`src/rtl/toggle_handshake_rx.sv`:
```
// Receiving end of the two-phase toggle handshake: synchronizes req_tgl, captures
// one word per toggle into a small FIFO, and streams buffered words out on valid/ready.
module toggle_handshake_rx #(
    parameter int DATA_W      = 8,
    parameter int DEPTH       = 2,
    parameter int SYNC_STAGES = 2
) (
    input  logic                     clk,
    input  logic                     reset,
    input  logic                     req_tgl,
    input  logic [DATA_W-1:0]        req_data,
    output logic                     ack_tgl,
    output logic                     out_valid,
    output logic [DATA_W-1:0]        out_data,
    input  logic                     out_ready,
    output logic [$clog2(DEPTH):0]   count,
    output logic                     stall
);

    localparam int PTR_W = $clog2(DEPTH);
    localparam int CNT_W = PTR_W + 1;
    localparam logic [CNT_W-1:0] FULL_CNT = CNT_W'(DEPTH);

    logic [SYNC_STAGES-1:0] sync_r;
    logic                   last_r;
    logic                   ack_r;
    logic                   valid_r;
    logic [PTR_W-1:0]       wr_ptr_r;
    logic [PTR_W-1:0]       rd_ptr_r;
    logic [CNT_W-1:0]       count_r;
    logic [DATA_W-1:0]      mem_r [DEPTH];

    logic                   req_s;
    logic                   tgl_edge_s;
    logic                   full_s;
    logic                   wr_en_s;
    logic                   rd_en_s;
    logic [CNT_W-1:0]       count_nxt_s;

    assign req_s      = sync_r[SYNC_STAGES-1];
    assign tgl_edge_s = req_s ^ last_r;
    assign full_s     = (count_r == FULL_CNT);
    // Capture is judged on the count at the start of the cycle, so a pop on a full
    // FIFO frees space only for the following edge.
    assign wr_en_s    = tgl_edge_s && !full_s;
    assign rd_en_s    = valid_r && out_ready;

    assign ack_tgl    = ack_r;
    assign out_valid  = valid_r;
    assign out_data   = mem_r[rd_ptr_r];
    assign count      = count_r;
    assign stall      = tgl_edge_s && full_s;

    // Next occupancy from this cycle's write/pop combination.
    always_comb begin
        count_nxt_s = count_r;
        case ({wr_en_s, rd_en_s})
            2'b10:   count_nxt_s = count_r + CNT_W'(1);
            2'b01:   count_nxt_s = count_r - CNT_W'(1);
            default: count_nxt_s = count_r;
        endcase
    end

    // Toggle synchronizer chain.
    always_ff @(negedge clk) begin
        if (reset) begin
            sync_r <= '0;
        end else begin
            sync_r <= {sync_r[SYNC_STAGES-2:0], req_tgl};
        end
    end

    // Capture, acknowledge and FIFO bookkeeping.
    always_ff @(negedge clk) begin
        if (reset) begin
            last_r   <= 1'b0;
            ack_r    <= 1'b0;
            valid_r  <= 1'b0;
            wr_ptr_r <= '0;
            rd_ptr_r <= '0;
            count_r  <= '0;
            for (int i = 0; i < DEPTH; i++) begin
                mem_r[i] <= '0;
            end
        end else begin
            if (wr_en_s) begin
                mem_r[wr_ptr_r] <= req_data;
                wr_ptr_r        <= wr_ptr_r + PTR_W'(1);
                last_r          <= req_s;
                ack_r           <= ~ack_r;
            end
            if (rd_en_s) begin
                rd_ptr_r <= rd_ptr_r + PTR_W'(1);
            end
            count_r <= count_nxt_s;
            valid_r <= (count_nxt_s != '0);
        end
    end

endmodule
```
`config.mk`:
```
export PLATFORM = sky130hd
export DESIGN_NAME = toggle_handshake_rx
export DESIGN_NICKNAME = d
export VERILOG_FILES = /design/src/rtl/toggle_handshake_rx.sv
export SDC_FILE = /design/constraint.sdc
export NUM_CORES = 1
export LEC_CHECK = 0
export BUFFER_PORTS_ARGS = -buffer_cell sky130_fd_sc_hd__buf_2
export CAP_MARGIN = 25
export CELL_PAD_IN_SITES_DETAIL_PLACEMENT = 1
export CELL_PAD_IN_SITES_GLOBAL_PLACEMENT = 1
export CORE_MARGIN = 5
export CORE_UTILIZATION = 38
export CTS_CLUSTER_DIAMETER = 120
export DETAILED_ROUTE_END_ITERATION = 6
export GPL_TIMING_DRIVEN = 0
export PLACE_DENSITY_LB_ADDON = 0.25
export SLEW_MARGIN = 20
export SYNTH_ARGS = -nofsm -noshare
export SYNTH_HDL_FRONTEND = slang
export SYNTH_SLANG_ARGS = --single-unit
export TNS_END_PERCENT = 1
```
`constraint.sdc`:
```
create_clock -name clk -period 1.6 [get_ports clk]
set_input_delay 0.16 -clock clk [delete_from_list [all_inputs] [get_ports clk]]
set_output_delay 0.16 -clock clk [all_outputs]
set_load 0.01 [all_outputs]
```
Word level (Yosys, flattened, before mapping)

Memories as Yosys holds them, arrays and structs flattened. A register that Yosys moved wholly into a read port is not among the register bits.
Index checks and enable logic that the tools add are counted.

Add/sub/neg operators: 4
Multiply operators: 0
Divide/modulo/power cells: 0
$lt $le $gt $ge: 0
Equality and inequality tests: 3
Shift operators: 0
Multiplexer cells: 11
Bitwise gates (word level): 2
Reductions and logical operators: 6

Operator list:

| kind                                                                  | number |
|---|---|
| 1-bit two-way mux                                                     | 9 |
| 8-bit two-way mux                                                     | 1 |
| 8-bit OR reduction                                                    | 1 |
| 2-bit equality test, second input constant                            | 2 |
| 2-bit case mux with 2 select lines                                    | 1 |
| 1-bit logical AND                                                     | 3 |
| 1-bit adder, second input constant                                    | 2 |
| 2-bit by 1-bit adder with 2-bit output, second input constant         | 1 |
| 2-bit by 1-bit equality test with 1-bit output, second input constant | 1 |
| 2-bit nonzero test                                                    | 1 |
| 2-bit by 1-bit subtractor with 2-bit output, second input constant    | 1 |
| 1-bit zero test                                                       | 1 |
| 1-bit inverter                                                        | 1 |
| 1-bit bitwise XOR                                                     | 1 |

Register bits: 9
Latch bits: 0
Memory bits (writable): 16
Memory bits (read-only): 0
Bits of input ports: 12
Output and inout bits: 13
Word-level logic and storage cells: 34
Memories kept: 1

Memory list:

| name  | depth | width | read ports | clocked after memory_dff | wr ports | line | source |
|---|---|---|---|---|---|---|---|
| mem_r | 2     | 8     | 1          | 1                        | 2        | 31   | `logic [DATA_W-1:0] mem_r [DEPTH];` |

Longest topological paths before layout

Gate-level depths: netlist of run 1.

Depth in word-level cells: 8
Mapped depth: 8
Mapped depth without buffers: 7

==> results of run 1 <==
[cell type report]
type / instances / area share, %
clock inverters: 26 / 5.87
repair buffers: 28 / 14.4
multi-input cells: 56 / 32.1
plain buffers: 2 / 1.81
inverters: 1 / 0.226
clock buffers: 3 / 1.36
well taps: 33 / 2.48
flip-flops and latches: 26 / 41.8
[kinds of logic after synthesis]
| family | after synthesis | synth area share (%) |
|---|---|---|
| and+or+nand+nor | 34 | 20.2 |
| DFF | 26 | 59.5 |
| muxes | 9 | 8.74 |
| AOI/OAI and AO/OA | 7 | 3.72 |
| xor gates and xnor gates | 5 | 4.48 |
| buffers and inverters | 5 | 2.30 |
| adders and majority gates | 1 | 1.09 |
[power by group through the flow]
| stage | clock network, mW | registers, mW | logic (mW) |
|---|---|---|---|
| after CTS | 0.565 | 0.825 | 0.389 |
| after floorplan | 0.102 | 0.818 | 0.187 |
| after global routing | 0.648 | 0.833 | 0.429 |
| final | 0.541 | 0.826 | 0.398 |
| after detailed placement | 0.102 | 0.819 | 0.285 |
| after global placement | 0.102 | 0.813 | 0.277 |
[what timing repair did]
item | in CTS | in global routing
pin swaps | 0 | 1
resized for setup | 40 | 4
setup endpoints to repair | 31 | 22
buffers inserted | 1 | 3
endpoints found under the hold margin | 0 | 0
[how the worst min path moves through the flow]
stage              start         to  slack, ns  cells past startpoint
6_report       sync_r[0]  sync_r[1]       0.43                      1
3_5_place_dp   sync_r[0]  sync_r[1]       0.43                      1
5_1_grt        sync_r[0]  sync_r[1]       0.45                      1
2_1_floorplan  sync_r[0]  sync_r[1]       0.41                      1
3_3_place_gp   sync_r[0]  sync_r[1]       0.43                      1
4_1_cts        sync_r[0]  sync_r[1]       0.44                      1
[cells in the mapped netlist]
library cell and n:
a211oi_1 1, and2_2 6, dfxtp_1 10, xnor2_1 3, o21ai_0 2, nor2_1 6, mux2_2 8, buf_6 1
xor2_1 1, ha_1 1, xnor2_2 1, nand2b_1 1, inv_1 2, and2_1 11, clkbuf_1 2, or3_1 2
nor2b_1 4, o21bai_1 2, mux2i_1 1, nor4_4 1, a21oi_1 2, nor3_4 1, or2_2 1, edfxtp_1 16
nor3b_1 1
[worst max-delay path, cell delays in order, from the launching register on]
cell and delay [ns]:
dfxtp_2 0.33, clkbuf_16 0.16, mux2_4 0.31, buf_6 0.12
[flip-flops by register name, indices dropped and copies added, names as in the netlist, named ones only]
signal / count
sync_r: 2
out_valid: 1
wr_ptr_r: 1
ack_tgl: 1
last_r: 1
count: 2
rd_ptr_r: 1
mem_r: 16
[metal layers]
layer  track usage, %  vias to the layer above
li1                 -                      413
met1             11.6                      390
met2             28.2                       20
met3             5.37                        4
met4             4.22                        0
met5                0                        -
==> results.json, run 1 <==
{
  "cts.htree.levels": 1,
  "fp.dieW_um": 64.9,
  "synth_cells": 87,
  "endpoint": "out_data[2]",
  "drc_errors": 0,
  "r2r_slack_ns": -0.06,
  "num_antenna_cells": 0,
  "die_h_um": 64.9,
  "ant_nets": 0,
  "hold_viol": 0,
  "p_total_mw": 1.77,
  "holdWs_ns": 0.431,
  "synth.top_cell.area_share_pct": 42.0,
  "final_cells": 175,
  "arrival_ns": 2.11,
  "die_area_um2": 4210,
  "gp_congestion": 0.733,
  "placed_area_um2": 1330,
  "rr_worst_depth": 7,
  "top_layer": "met4",
  "setup.worst_path.end_class": "output pin",
  "internal-power_mw": 1.19,
  "avgSynthCellArea_um2": 13.2,
  "drive_gt1_share_pct": 46.5,
  "io_pins": 25,
  "max_slew_margin_pct": 68.3,
  "switchingPower_mw": 0.577,
  "tritoncts": "yes",
  "crit_required_ns": 1.44,
  "grt_pass1_wl_mm": 4.33,
  "synth.area.top_cells": "edfxtp_1, dfxtp_1, mux2_2, and2_1, and2_2",
  "path_class": "reg2out",
  "place_ws_ns": -0.619,
  "clock_skew_ns": 0.0200,
  "power_density_nw_per_um2": 1060,
  "grt_start_max_net_pins": 14,
  "power.leakage_nw": 0.754,
  "yosysUniqueCellTypes": 25,
  "setup_tns_ns": -7.43,
  "start_util_pct": 38.4,
  "first_global_vias": 966,
  "wl_met1_um": 974,
  "dp.cells": 144,
  "numCtsBuffers": 3,
  "wl_met3_um": 85,
  "crit_fanout": 8,
  "wirelength_mm": 2.65,
  "io_buffers": 24,
  "fillers": 321,
  "synth_nets": 100,
  "detailed_place_hpwl_mm": 1.62,
  "yosysSeqAreaShare_pct": 59.5,
  "synth_warnings": 0,
  "syn_area_um2": 1140,
  "violations": "setup timing",
  "avgViaCountPerCell": 4.73,
  "wl_per_cell_um": 15.1,
  "cp-start-kind": "flip-flop",
  "r2r-start": "sync_r[1]",
  "core-area_um2": 2980,
  "mostFrequentLayoutCell": "inv_1",
  "p_sw_share_pct": 32.7,
  "setup_viol": 22,
  "hold_class": "reg2reg",
  "multiInputGateArea_um2": 533,
  "synth_top_area_cell": "edfxtp_1",
  "synth-seq-cells": 26,
  "cts-hold-fix-buffers": 0,
  "antenna_found_initial": 0,
  "setup_slack_ns": -0.668,
  "ir_drop_uv": 519,
  "clock_latency_ns": 0.41,
  "power_frac_clock_pct": 30.7,
  "clock-root-buffer": "clkbuf_4",
  "regArea_um2": 694,
  "numClockSinks": 26,
  "grt_setup_unrepaired": "true",
  "wl_met2_mm": 1.56,
  "pwr-share-seq_pct": 46.8,
  "most-common-layout-cells": "inv_1, edfxtp_1, buf_6, buf_2, and2_1",
  "status": "complete, but fails checks",
  "cts_buffer_depth": 2,
  "cap_violations": 0,
  "track_usage_pct": 13.7,
  "dr.pass1.iters": 4,
  "pwr-share-comb_pct": 22.5,
  "rows": 20,
  "grt-ovfl-total": 0,
  "slew_viol_final": 0,
  "worst_slew_pin_slew_ns": 0.472,
  "finalCoreUtilization_pct": 55.8,
  "clk_pin_slew_ns": 0.05,
  "vias": 827,
  "r2r_end": "count[1]",
  "fin_nets": 157,
  "synthToLayoutAreaGrowth_pct": 45.1,
  "final_cell_area_um2": 1660,
  "drt_iter0_drc": 13
}
No activity file was read; power rests on OpenSTA's default activity.
==> inputs of run 2 (changes only) <==
--- a/config.mk
+++ b/config.mk
@@ -5,12 +5,13 @@
 export SDC_FILE = /design/constraint.sdc
 export NUM_CORES = 1
 export LEC_CHECK = 0
+export ABC_CLOCK_PERIOD_IN_PS = 2500
 export BUFFER_PORTS_ARGS = -buffer_cell sky130_fd_sc_hd__buf_2
 export CAP_MARGIN = 25
 export CELL_PAD_IN_SITES_DETAIL_PLACEMENT = 1
 export CELL_PAD_IN_SITES_GLOBAL_PLACEMENT = 1
 export CORE_MARGIN = 5
-export CORE_UTILIZATION = 38
+export CORE_UTILIZATION = 42
 export CTS_CLUSTER_DIAMETER = 120
 export DETAILED_ROUTE_END_ITERATION = 6
 export GPL_TIMING_DRIVEN = 0
==> constraint.sdc (replaced) <==
create_clock -name clk -period 2.5 [get_ports clk]
set_input_delay 0.25 -clock clk [delete_from_list [all_inputs] [get_ports clk]]
set_output_delay 0.25 -clock clk [all_outputs]
set_load 0.05 [all_outputs]
==> results.json, run 2 (same netlist as run 1, synthesis figures left out) <==
{
  "synthToLayoutAreaGrowth_pct": 39.2,
  "placed_area_um2": 1320,
  "p_total_mw": 1.20,
  "numCtsBuffers": 3,
  "arrival_ns": 2.57,
  "grt_start_max_net_pins": 15,
  "drive_gt1_share_pct": 39.0,
  "clock-root-buffer": "clkbuf_4",
  "track_usage_pct": 14.3,
  "power.leakage_nw": 0.723,
  "status": "complete, but fails checks",
  "grt-ovfl-total": 0,
  "core-area_um2": 2690,
  "io_pins": 25,
  "pwr-share-comb_pct": 26.0,
  "cts.htree.levels": 1,
  "setup_slack_ns": -0.318,
  "fin_nets": 155,
  "vias": 833,
  "avgViaCountPerCell": 4.84,
  "finalCoreUtilization_pct": 59.3,
  "internal-power_mw": 0.747,
  "io_buffers": 24,
  "ir_drop_uv": 442,
  "fp.dieW_um": 62.2,
  "largest_reg_flops": 16,
  "switchingPower_mw": 0.455,
  "slowest_stage": "dfxtp_4",
  "tritoncts": "yes",
  "violations": "setup timing",
  "cts_buffer_depth": 2,
  "r2r-start": "count[1]",
  "mostFrequentLayoutCell": "inv_1",
  "power_frac_clock_pct": 29.7,
  "setup_tns_ns": -2.79,
  "crit_fanout": 8,
  "hold_class": "reg2reg",
  "start_util_pct": 42.6,
  "path_cells": "mux2_4, buf_6",
  "clk_pin_slew_ns": 0.04,
  "antenna_found_initial": 0,
  "detailed_place_hpwl_mm": 1.58,
  "drt_iter0_drc": 21,
  "pwr-share-seq_pct": 44.3,
  "most-common-layout-cells": "inv_1, edfxtp_1, and2_1, buf_2, buf_6",
  "clock_skew_ns": 0.0275,
  "num_antenna_cells": 0,
  "ant_nets": 0,
  "max_slew_margin_pct": 44.6,
  "p_sw_share_pct": 37.9,
  "grt_setup_unrepaired": "true",
  "min_from": "sync_r[0]",
  "cp-start-kind": "flip-flop",
  "hold_viol": 0,
  "grt_pass1_wl_mm": 4.34,
  "setup.worst_path.end_class": "output pin",
  "largest-register": "mem_r",
  "power_density_nw_per_um2": 754,
  "clock_latency_ns": 0.42,
  "setup_viol": 9,
  "cp_slowest_stage_delay_ns": 0.44,
  "crit_required_ns": 2.25,
  "gp_congestion": 0.681,
  "first_global_vias": 1034,
  "path_class": "reg2out",
  "worst_slew_pin_slew_ns": 0.830,
  "cap_violations": 0,
  "r2r_slack_ns": 0.51,
  "die_area_um2": 3870,
  "final_cell_area_um2": 1590,
  "slew_viol_final": 0,
  "dr.pass1.iters": 3,
  "wirelength_mm": 2.43,
  "wl_per_cell_um": 14.1,
  "rows": 19,
  "drc_errors": 0,
  "die_h_um": 62.2,
  "numClockSinks": 26,
  "place_ws_ns": -0.360,
  "cts-hold-fix-buffers": 0
}
## run 2: changes by cell type in the layout (fill, tap and decap cells not counted), moves of 2 or more
| cell | previous run | this run |
|---|---|---|
| dfxtp_2 | 5 | 1 |
| buf_6 | 13 | 10 |
| buf_8 | 1 | 3 |
| dfxtp_1 | 3 | 6 |
## run 2: per-layer routing
layer  wire, µm  part of all wire (%)  track usage (%)  vias to the layer above
li1           -                     -                -                      407
met1        904                    37             12.3                      402
met5          0                     0                0                        -
met2       1380                    57             24.9                       20
met4         66                   2.7             12.2                        0
met3         83                   3.4             6.13                        4
## run 2: path summary, 6_finish.rpt
check	end	cells after the start
setup / recovery	out_data[3]	2
hold / removal	sync_r[1]	1
setup reg to reg	mem_r[0][4]	6
hold reg to reg	sync_r[1]	1
## run 2: worst max-delay path: cells and delay by family, from the launching register on
| family | cells | cell delay (ns) |
|---|---|---|
| flip-flops | 1 | 0.44 |
| buffers and inverters | 1 | 0.15 |
| multiplexers | 1 | 0.33 |
## run 2: timing repair
item                                   in CTS  in global routing
setup buffers                               2                  0
gates resized for setup                    34                  8
endpoints found under the hold margin       0                  0
setup endpoints to repair                  12                 13
pin swaps                                   1                  0
## run 2: power by group through the flow
stage / registers [mW] / logic [mW] / clock network, mW
floorplan: 0.560 / 0.170 / 0.0653
global placement: 0.523 / 0.259 / 0.0653
detailed placement: 0.525 / 0.265 / 0.0653
CTS: 0.531 / 0.307 / 0.382
global route: 0.538 / 0.330 / 0.456
finish: 0.533 / 0.313 / 0.357
## run 2: through the flow
stage / hold slack (ns) / cells
final: 0.440 / 172
after floorplan: 0.414 / 87
after detailed placement: 0.441 / 142
after global placement: 0.445 / 142
after global routing: 0.486 / 172
after CTS: 0.451 / 172
## run 2: cell type report
type | count | area (µm²)
tap | 31 | 38.8
sequential | 26 | 693
multi-input combinational | 56 | 494
inverter | 1 | 3.75
clock buffer | 3 | 22.5
fill | 283 | 1090
timing repair buffer | 26 | 224
clock inverter | 27 | 103
buffer | 2 | 15.0
==> inputs of run 3 (changes only) <==
--- a/config.mk
+++ b/config.mk
@@ -5,7 +5,7 @@
 export SDC_FILE = /design/constraint.sdc
 export NUM_CORES = 1
 export LEC_CHECK = 0
-export ABC_CLOCK_PERIOD_IN_PS = 2500
+export ABC_CLOCK_PERIOD_IN_PS = 2800
 export BUFFER_PORTS_ARGS = -buffer_cell sky130_fd_sc_hd__buf_2
 export CAP_MARGIN = 25
 export CELL_PAD_IN_SITES_DETAIL_PLACEMENT = 1
==> constraint.sdc (replaced) <==
create_clock -name clk -period 2.8 [get_ports clk]
set_input_delay 0.28 -clock clk [delete_from_list [all_inputs] [get_ports clk]]
set_output_delay 0.28 -clock clk [all_outputs]
set_load 0.05 [all_outputs]
==> results.json, run 3 (same netlist as run 1, synthesis figures left out) <==
{
  "pwr-share-seq_pct": 44.0,
  "tritoncts": "yes",
  "place_ws_ns": -0.264,
  "num_antenna_cells": 0,
  "drive_gt1_share_pct": 39.2,
  "min_from": "sync_r[0]",
  "r2r-start": "count[1]",
  "r2r_slack_ns": 0.83,
  "clock_latency_ns": 0.41,
  "setup_viol": 9,
  "grt_start_max_net_pins": 15,
  "vias": 834,
  "die_h_um": 62.2,
  "status": "complete, but fails checks",
  "antenna_found_initial": 0,
  "clock_skew_ns": 0.0224,
  "grt_setup_unrepaired": "true",
  "first_global_vias": 970,
  "max_slew_margin_pct": 47.0,
  "final_cells": 174,
  "fp.dieW_um": 62.2,
  "cts_buffer_depth": 2,
  "crit_fanout": 8,
  "hold_viol": 0,
  "setup.worst_path.end_class": "output pin",
  "numCtsBuffers": 3,
  "cts.htree.levels": 1,
  "clock-root-buffer": "clkbuf_4",
  "mostFrequentLayoutCell": "inv_1",
  "drt_iter0_drc": 7,
  "detailed_place_hpwl_mm": 1.55,
  "most-common-layout-cells": "inv_1, edfxtp_1, buf_2, and2_1, buf_6",
  "crit_required_ns": 2.52,
  "start_util_pct": 42.6,
  "power_frac_clock_pct": 30.2,
  "switchingPower_mw": 0.410,
  "synthToLayoutAreaGrowth_pct": 38.1,
  "arrival_ns": 2.71,
  "path_class": "reg2out",
  "wirelength_mm": 2.46,
  "largest_reg_flops": 16,
  "p_sw_share_pct": 38.4,
  "numClockSinks": 26,
  "io_pins": 25,
  "die_area_um2": 3870,
  "rows": 19,
  "gp_congestion": 0.650,
  "dp.cells": 142,
  "pwr-share-comb_pct": 25.8,
  "core-area_um2": 2690,
  "rr_worst_depth": 6,
  "worstHoldEndpoint": "sync_r[1]",
  "clk_pin_slew_ns": 0.05,
  "worst_slew_pin_slew_ns": 0.793,
  "cap_violations": 0,
  "track_usage_pct": 13.1,
  "r2r_end": "mem_r[0][4]",
  "largest-register": "mem_r",
  "wl_per_cell_um": 14.1,
  "avgViaCountPerCell": 4.79,
  "fin_nets": 157,
  "grt_pass1_wl_mm": 4.09,
  "hold_class": "reg2reg",
  "cp-start-kind": "flip-flop",
  "ir_drop_uv": 379,
  "power.leakage_nw": 0.728,
  "io_buffers": 24,
  "violations": "setup timing",
  "grt-ovfl-total": 0,
  "internal-power_mw": 0.658,
  "ant_nets": 0,
  "hold_depth": 1,
  "setup_slack_ns": -0.190,
  "dr.pass1.iters": 3,
  "drc_errors": 0,
  "power_density_nw_per_um2": 676,
  "slew_viol_final": 0
}
-- run 3: area by class of cell --
class | count | area (µm²)
clock inverters | 27 | 103
inverters | 1 | 3.75
fillers | 292 | 1100
well taps | 31 | 38.8
clock buffers | 3 | 22.5
multi-input cells | 56 | 494
flip-flops and latches | 26 | 689
plain buffers | 2 | 15.0
repair buffers | 28 | 215
-- run 3: critical path, stage by stage, from the launching register on --
cell and delay, ns:
dfxtp_4 0.43, mux2_4 0.32, buf_6 0.15
-- run 3: what timing repair did --
item | in CTS | in global routing
buffers inserted | 1 | 3
pin swaps | 0 | 1
hold buffers | 0 | 0
resized for setup | 32 | 3
endpoints found under the setup margin | 9 | 10
gates cloned | 0 | 0
-- run 3: through the flow --
stage	hold WS (ns)	utilization, %	TNS [ns]	power (mW)	area, µm²
floorplan	0.414	-	0	0.706	1160
global placement	0.424	49.0	-4.01	0.752	1320
detailed placement	0.428	49.0	-5.00	0.761	1320
CTS	0.435	57.8	-2.01	1.08	1550
global route	0.450	58.9	-2.11	1.14	1580
finish	0.440	58.9	-1.62	1.07	1580
-- run 3: routing by layer --
layer / vias up / share of wire (%) / GRT usage, %
li1: 413 / - / -
met1: 400 / 38 / 12.1
met2: 18 / 56 / 23.7
met3: 3 / 4.7 / 5.59
met4: 0 / 1.2 / 7.32
met5: - / 0 / 0
-- run 3: how the worst max path moves through the flow --
stage                         start          end  cells after the start
final                     flip-flop  out_data[5]                      2
after global routing      flip-flop  out_data[5]                      2
after CTS                 flip-flop  out_data[5]                      2
after global placement        reset  mem_r[0][0]                      3
after detailed placement      reset  mem_r[0][0]                      3
after floorplan            count[1]        stall                      3
-- run 3: power by group through the flow --
| stage | combinational, mW | clock [mW] | sequential (mW) |
|---|---|---|---|
| after floorplan | 0.150 | 0.0583 | 0.498 |
| after global placement | 0.230 | 0.0583 | 0.464 |
| after detailed placement | 0.235 | 0.0583 | 0.467 |
| after CTS | 0.267 | 0.343 | 0.472 |
| after global routing | 0.291 | 0.378 | 0.474 |
| final | 0.276 | 0.323 | 0.470 |
